<file path="src/rtl/alu_seq.sv">
// alu_seq: sequential ALU with a valid/ready handshake on both sides.
// Bit-serial shifter, one bit per cycle. All results and flags are registered.
module alu_seq #(
  parameter  int unsigned W  = 8,
  localparam int unsigned SW = $clog2(W)
) (
  input  logic         clk,
  input  logic         rst_n,
  input  logic         in_valid,
  output logic         in_ready,
  input  logic [W-1:0] a,
  input  logic [W-1:0] b,
  input  logic [3:0]   op,
  output logic         out_valid,
  input  logic         out_ready,
  output logic [W-1:0] out,
  output logic         cf,
  output logic         of,
  output logic         zf,
  output logic         err
);

  typedef enum logic [1:0] {IDLE, SHIFT, DONE} state_t;

  typedef enum logic [3:0] {
    OP_ADD  = 4'd0,  OP_SUB = 4'd1,  OP_NOT = 4'd2,  OP_AND = 4'd3,
    OP_OR   = 4'd4,  OP_XOR = 4'd5,  OP_SLT = 4'd6,  OP_EQ  = 4'd7,
    OP_SLTU = 4'd8,  OP_SLL = 4'd9,  OP_SRL = 4'd10, OP_SRA = 4'd11
  } op_t;

  state_t         state_q, state_d;
  logic [W-1:0]   out_q, out_d;
  logic           cf_q, cf_d, of_q, of_d, zf_q, zf_d, err_q, err_d;
  logic [SW-1:0]  cnt_q, cnt_d;
  logic [1:0]     sh_op_q, sh_op_d;

  logic [W:0]     sum, diff;
  logic [SW-1:0]  shamt;

  assign sum   = {1'b0, a} + {1'b0, b};
  assign diff  = {1'b0, a} - {1'b0, b};
  assign shamt = b[SW-1:0];

  // Next-state, result and flag computation; out_q doubles as the shift work register.
  always_comb begin
    state_d = state_q;
    out_d   = out_q;
    cf_d    = cf_q;
    of_d    = of_q;
    zf_d    = zf_q;
    err_d   = err_q;
    cnt_d   = cnt_q;
    sh_op_d = sh_op_q;
    unique case (state_q)
      IDLE: begin
        if (in_valid) begin
          state_d = DONE;
          cf_d    = 1'b0;
          of_d    = 1'b0;
          err_d   = 1'b0;
          case (op)
            OP_ADD: begin
              {cf_d, out_d} = sum;
              of_d = (a[W-1] == b[W-1]) & (sum[W-1] != a[W-1]);
            end
            OP_SUB: begin
              out_d = diff[W-1:0];
              cf_d  = diff[W];
              of_d  = (a[W-1] != b[W-1]) & (diff[W-1] != a[W-1]);
            end
            OP_NOT:  out_d = ~a;
            OP_AND:  out_d = a & b;
            OP_OR:   out_d = a | b;
            OP_XOR:  out_d = a ^ b;
            OP_SLT:  out_d = W'($signed(a) < $signed(b));
            OP_EQ:   out_d = W'(a == b);
            OP_SLTU: out_d = W'(a < b);
            OP_SLL, OP_SRL, OP_SRA: begin
              out_d   = a;
              cnt_d   = shamt;
              sh_op_d = op[1:0];
              if (shamt != '0) state_d = SHIFT;
            end
            default: begin
              out_d = '0;
              err_d = 1'b1;
            end
          endcase
          zf_d = (out_d == '0);
        end
      end
      SHIFT: begin
        case (sh_op_q)
          2'b01: begin
            out_d = {out_q[W-2:0], 1'b0};
            cf_d  = out_q[W-1];
          end
          2'b10: begin
            out_d = {1'b0, out_q[W-1:1]};
            cf_d  = out_q[0];
          end
          default: begin
            out_d = {out_q[W-1], out_q[W-1:1]};
            cf_d  = out_q[0];
          end
        endcase
        zf_d  = (out_d == '0);
        cnt_d = cnt_q - SW'(1);
        if (cnt_q == SW'(1)) state_d = DONE;
      end
      DONE: begin
        if (out_ready) state_d = IDLE;
      end
      default: state_d = IDLE;
    endcase
  end

  // State and result registers with asynchronous clear.
  always_ff @(posedge clk or negedge rst_n) begin
    if (!rst_n) begin
      state_q <= IDLE;
      out_q   <= '0;
      cf_q    <= 1'b0;
      of_q    <= 1'b0;
      zf_q    <= 1'b0;
      err_q   <= 1'b0;
      cnt_q   <= '0;
      sh_op_q <= '0;
    end else begin
      state_q <= state_d;
      out_q   <= out_d;
      cf_q    <= cf_d;
      of_q    <= of_d;
      zf_q    <= zf_d;
      err_q   <= err_d;
      cnt_q   <= cnt_d;
      sh_op_q <= sh_op_d;
    end
  end

  assign in_ready  = (state_q == IDLE);
  assign out_valid = (state_q == DONE);
  assign out       = out_q;
  assign cf        = cf_q;
  assign of        = of_q;
  assign zf        = zf_q;
  assign err       = err_q;

endmodule

</file>
<file path="config.mk">
export PLATFORM = sky130hd
export DESIGN_NAME = alu_seq
export DESIGN_NICKNAME = d
export VERILOG_FILES = /design/src/rtl/alu_seq.sv
export SDC_FILE = /design/constraint.sdc
export NUM_CORES = 1
export LEC_CHECK = 0
export BUFFER_PORTS_ARGS = -buffer_cell sky130_fd_sc_hd__buf_4
export CAP_MARGIN = 20
export CORE_ASPECT_RATIO = 2
export CORE_MARGIN = 8
export CORE_UTILIZATION = 50
export CTS_CLUSTER_SIZE = 24
export DETAILED_ROUTE_END_ITERATION = 16
export PLACE_DENSITY_LB_ADDON = 0.08
export SYNTH_ARGS = -nofsm -noshare
export SYNTH_HDL_FRONTEND = slang
export SYNTH_SLANG_ARGS = --single-unit
</file>
<file path="constraint.sdc">
create_clock -name clk -period 2.3 [get_ports clk]
set_input_delay 0.23 -clock clk [delete_from_list [all_inputs] [get_ports clk]]
set_output_delay 0.23 -clock clk [all_outputs]
set_load 0.05 [all_outputs]
</file>
Word-level counts from Yosys, hierarchy flattened
Cells that the tools add are included.
Word-level totals
  register bits: 19
  latch bits: 0
  memory bits (writable): 0
  ROM bits: 0
  input bits: 24
  output and inout bits: 14
  memories kept: 0
Cells by class
  add/sub/neg operators: 3
  multiply operators: 0
  divide/modulo/power cells: 0
  magnitude comparators: 2
  equality and inequality tests: 25
  shift-type cells: 0
  mux-type cells: 24
  bitwise operators: 6
  reductions and logical operators: 13
Operator list (number)
  $pmux W8 S10: 1
  $mux W8: 4
  $pmux W8 S2: 2
  $eq A4 B3 Y1 const B: 4
  $eq A4 B4 Y1 const B: 4
  $logic_not A8 Y1: 2
  $lt A8 B8 Y1: 2
  $reduce_or A12 Y1: 1
  $mux W2: 5
  $add A8 B8 Y9: 1
  $reduce_and A3 Y1: 3
  $sub A8 B8 Y9: 1
  $and A8 B8 Y8: 1
  $eq A4 B2 Y1 const B: 2
  $eq A8 B8 Y1: 1
  $not A8 Y8: 1
  $or A8 B8 Y8: 1
  $pmux W1 S2: 4
  $xor A8 B8 Y8: 1
  $mux W3: 2
  $pmux W2 S3: 1
  $pmux W3 S2: 1
  $eq A2 B1 Y1 const B: 2
  $eq A2 B2 Y1 const B: 2
  other kinds (15): 24

Depth between registers and ports, before layout
  depth after elaboration: 8
  gate-level depth with buffers: 11
  gate-level depth less buffers: 11

Least setup slack after synthesis
No wires, ideal clock.
  path kind: input to register
  from: in a[0]
  to: reg zf_q (netlist: zf)
  library setup time: 95 ps
  arrival: 2518 ps
  required time: 2205 ps
  path slack: -314 ps
  cell stages on the path: 11
  cell sequence: inv_1 > ha_1 > inv_1 > fa_1 > nor3b_2 > o31ai_1 > a21o_1 > nor4b_4 > or4_4 > or4_1 > o31ai_1
Between the ends
  cells in the longest elaborated chain, start to end: 7
RTL lines
  from (decl): RTL line 11  | input logic [W-1:0] a,
  $sub A8 B8 Y9 (tied with other cells): RTL line 41  | assign diff = {1'b0, a} - {1'b0, b};
  $pmux W8 S10 *: RTL line 61  | case (op)
  $mux W8 *: RTL line 56  | if (in_valid) begin
  $mux W8 *: RTL line 54  | unique case (state_q)
  $logic_not A8 Y1 *: RTL line 89  | zf_d = (out_d == '0);
  $mux W1 *: RTL line 56
  $pmux W1 S2 *: RTL line 54
  to (signal assigned): RTL line 134  | zf_q <= zf_d;
  to (decl): RTL line 33  | logic cf_q, cf_d, of_q, of_d, zf_q, zf_d, err_q, err_d;
Every way passes the cells marked *; elsewhere a longest branch is shown, timed or not. The select of a mux whose other input is x is not followed.
A chain may end at the register's enable or synchronous reset.

Worst setup path in the final report
  from: in b[4]
  to: reg zf_q (netlist: zf)
Between the ends
  cells in the longest elaborated chain, start to end: 7
RTL lines
  from (decl): RTL line 12  | input logic [W-1:0] b,
  $sub A8 B8 Y9 (tied with other cells): RTL line 41
  $pmux W8 S10 *: RTL line 61
  $mux W8 *: RTL line 56
  $mux W8 *: RTL line 54
  $logic_not A8 Y1 *: RTL line 89
  $mux W1 *: RTL line 56
  $pmux W1 S2 *: RTL line 54
Marks and branches as above.

==> results.json <==
{
  "outcome": "complete, but fails checks",
  "violations": "setup timing",
  "synthTopCellsByArea": "dfrtp_1, ha_1, a21oi_1",
  "dieArea_mm2": 0.00779,
  "synth_warnings": 0,
  "portBuffers": 37,
  "crit_fanout": 5,
  "drtAntennaViolNets": 0,
  "insertion_delay_ns": 0.26,
  "cts_max_level": 1,
  "rsz0062_at_grt": "true",
  "final_cells": 500,
  "worst_setup_path_end_kind": "flip-flop",
  "yosysTopAreaCell": "dfrtp_1",
  "critPathKind": "in -> reg",
  "synth-seq-cells": 19,
  "slew_violations": 0,
  "placed_area_mm2": 0.00340,
  "p_leak_nw": 1.72,
  "finalWorstPathRequiredPeriod_ns": 2.32,
  "grt.total_usage_pct": 23.4,
  "cts_buffers": 3,
  "clock_skew_ns": 0.0108,
  "cts_root_buf": "clkbuf_8",
  "core_mm2": 0.00505,
  "die_y_um": 117,
  "switchingPower_mw": 1.48,
  "timing.final.ws_setup_ns": -0.0214,
  "fin_nets": 497,
  "hold_viol": 0,
  "synth_seq_area_share_pct": 18.6,
  "dp.cells": 491,
  "cp.arrival_ns": 2.50,
  "drv_cap": 0,
  "cpLargestDelayFamily": "compound AO/OA/AOI/OAI gates",
  "setup_viol": 1,
  "fin_setup_tns_ns": -0.0214,
  "num_antenna_cells": 0,
  "multiInputGateArea_mm2": 0.00197,
  "area_growth_pct": 40.1,
  "routed_wl_um": 8960,
  "gp_congestion": 0.999,
  "relSlewSlack_pct": 57.3,
  "clockPowerShare_pct": 8.1,
  "antenna_found_initial": 0,
  "synth.distinct_cells": 59,
  "cts_tree": "done",
  "initial_utilization_pct": 50.6,
  "powerDensity_mw_per_mm2": 797,
  "cts_max_path_buffers": 2,
  "synth_edf_count": 0,
  "first_pass_iters": 6,
  "seqPwrFrac_pct": 23.4,
  "final_area_mm2": 0.00358,
  "path_clk_slew_ns": 0.08,
  "syn_nets": 394,
  "num_vias": 3057,
  "worst_hold_slack_ns": 0.155,
  "p_int_mw": 1.37,
  "hp-class": "in -> reg",
  "worstSetupStartpointType": "primary input",
  "crit_slowest_cell": "or4_4",
  "slowest_delay_ns": 0.55,
  "dp_hpwl_um": 7130,
  "seq_area_um2": 475,
  "fillerInstances": 452,
  "synth_top_area_share_pct": 18.6,
  "synthesis.instances": 340,
  "comb_power_share_pct": 68.5,
  "min_period_over_period_pct": 101,
  "drt_iter0_drc": 306,
  "worst_pin_slew_ns": 0.637,
  "viasPerCell": 6.11,
  "fin_util_pct": 70.9,
  "worst-endpoint-required_ns": 2.48,
  "ios": 38,
  "drc_errors": 0,
  "async_flop_share_pct": 100,
  "clkSinkCount": 19,
  "crit_chain": "buf_4, inv_1, ha_2, inv_1, a221oi_2, nand2_1, buf_4, xor2_2, o22ai_2, or4_4, o31ai_4",
  "synth_area_mm2": 0.00255,
  "syn_avg_cell_area_um2": 7.51,
  "grt_pass1_wl_um": 14400,
  "layout_commonest_cell": "buf_4",
  "post_route_cells_drive_above_1_share_pct": 34.6,
  "ir_worst_vdd_mv": 1.32,
  "overflow": 0,
  "finalPower_mw": 2.85,
  "ys.flop_type": "dfrtp_1",
  "grt_max_degree": 20,
  "die_x_um": 66.5,
  "clock.fmax_mhz": 431,
  "path_buf_inv": 4,
  "num_rows": 37,
  "wl_per_cell_um": 17.9,
  "mostFrequentLayoutCells": "buf_4, nor2_1, a21oi_1",
  "place_ws_ns": -0.402,
  "p_sw_share_pct": 52.0,
  "grt_pass1_vias": 3054
}
synth_stat cells (all sizes together), types with 6 or more instances:
library cell	instances
inv	26
dfrtp	19
nand3	6
o21ai	24
ha	28
o31ai	6
nor2	38
nor3	12
buf	6
nand2	27
o22ai	6
clkbuf	13
nor2b	6
a21o	7
a21oi	33
final timing paths:
path                                  from         end  slack (ns)  cells past startpoint
worst max-delay path                  b[4]          zf       -0.02                     11
worst min-delay path             out_ready  state_q[1]        0.16                      2
worst max register to register  state_q[0]          zf        0.07                      7
worst min register to register    cnt_q[1]    cnt_q[1]        0.48                      2
max in group asynchronous            rst_n      out[5]        1.71                      2
min in group asynchronous            rst_n          zf        0.38                      2
what timing repair did:
action                                 4_1_cts  5_1_grt
pin swaps                                   10        3
buffers inserted                             3        1
endpoints found under the hold margin       19        0
setup endpoints to repair                    1        3
hold buffers                                 1        0
gates resized for setup                     10       11
per-layer routing:
metal / wire length, um / part of all wire, % / vias to the layer above / global-route usage (%)
li1: - / - / 1457 / -
met1: 3360 / 38 / 1424 / 25.9
met2: 4670 / 52 / 135 / 40.7
met3: 486 / 5.4 / 41 / 3.43
met4: 439 / 4.9 / 0 / 13.2
met5: 0 / 0 / - / 0
kinds of logic after synthesis:
group                      count (synthesis)  synth area share, %
adders and majority gates                 30                 15.3
and+or+nand+nor                          117                 23.3
DFF                                       19                 18.6
muxes                                      4                 1.62
buffers and inverters                     46                 9.06
AOI/OAI and AO/OA                        120                 30.8
xor gates and xnor gates                   4                 1.37
flip-flops by register name, indices dropped and copies added (netlist names):
signal,cells
cnt_q,3
state_q,2
zf,1
of,1
cf,1
sh_op_q,2
err,1
out,8
area by class of cell:
cell class	instances	area share, %
Clock buffer	3	1.15
Clock inverter	1	0.140
Inverter	27	3.18
Multi-Input combinational cell	275	55.1
Sequential cell	19	13.3
Tap cell	58	2.03
Timing Repair Buffer	117	25.1
power by group through the flow:
stage	clock, mW	sequential, mW	combinational [mW]
detailed placement	0	0.665	1.87
finish	0.230	0.668	1.95
CTS	0.237	0.661	1.91
floorplan	0	0.969	0.921
global placement	0	0.659	1.84
global route	0.253	0.688	2.10
(Power assumes the default switching activity.)
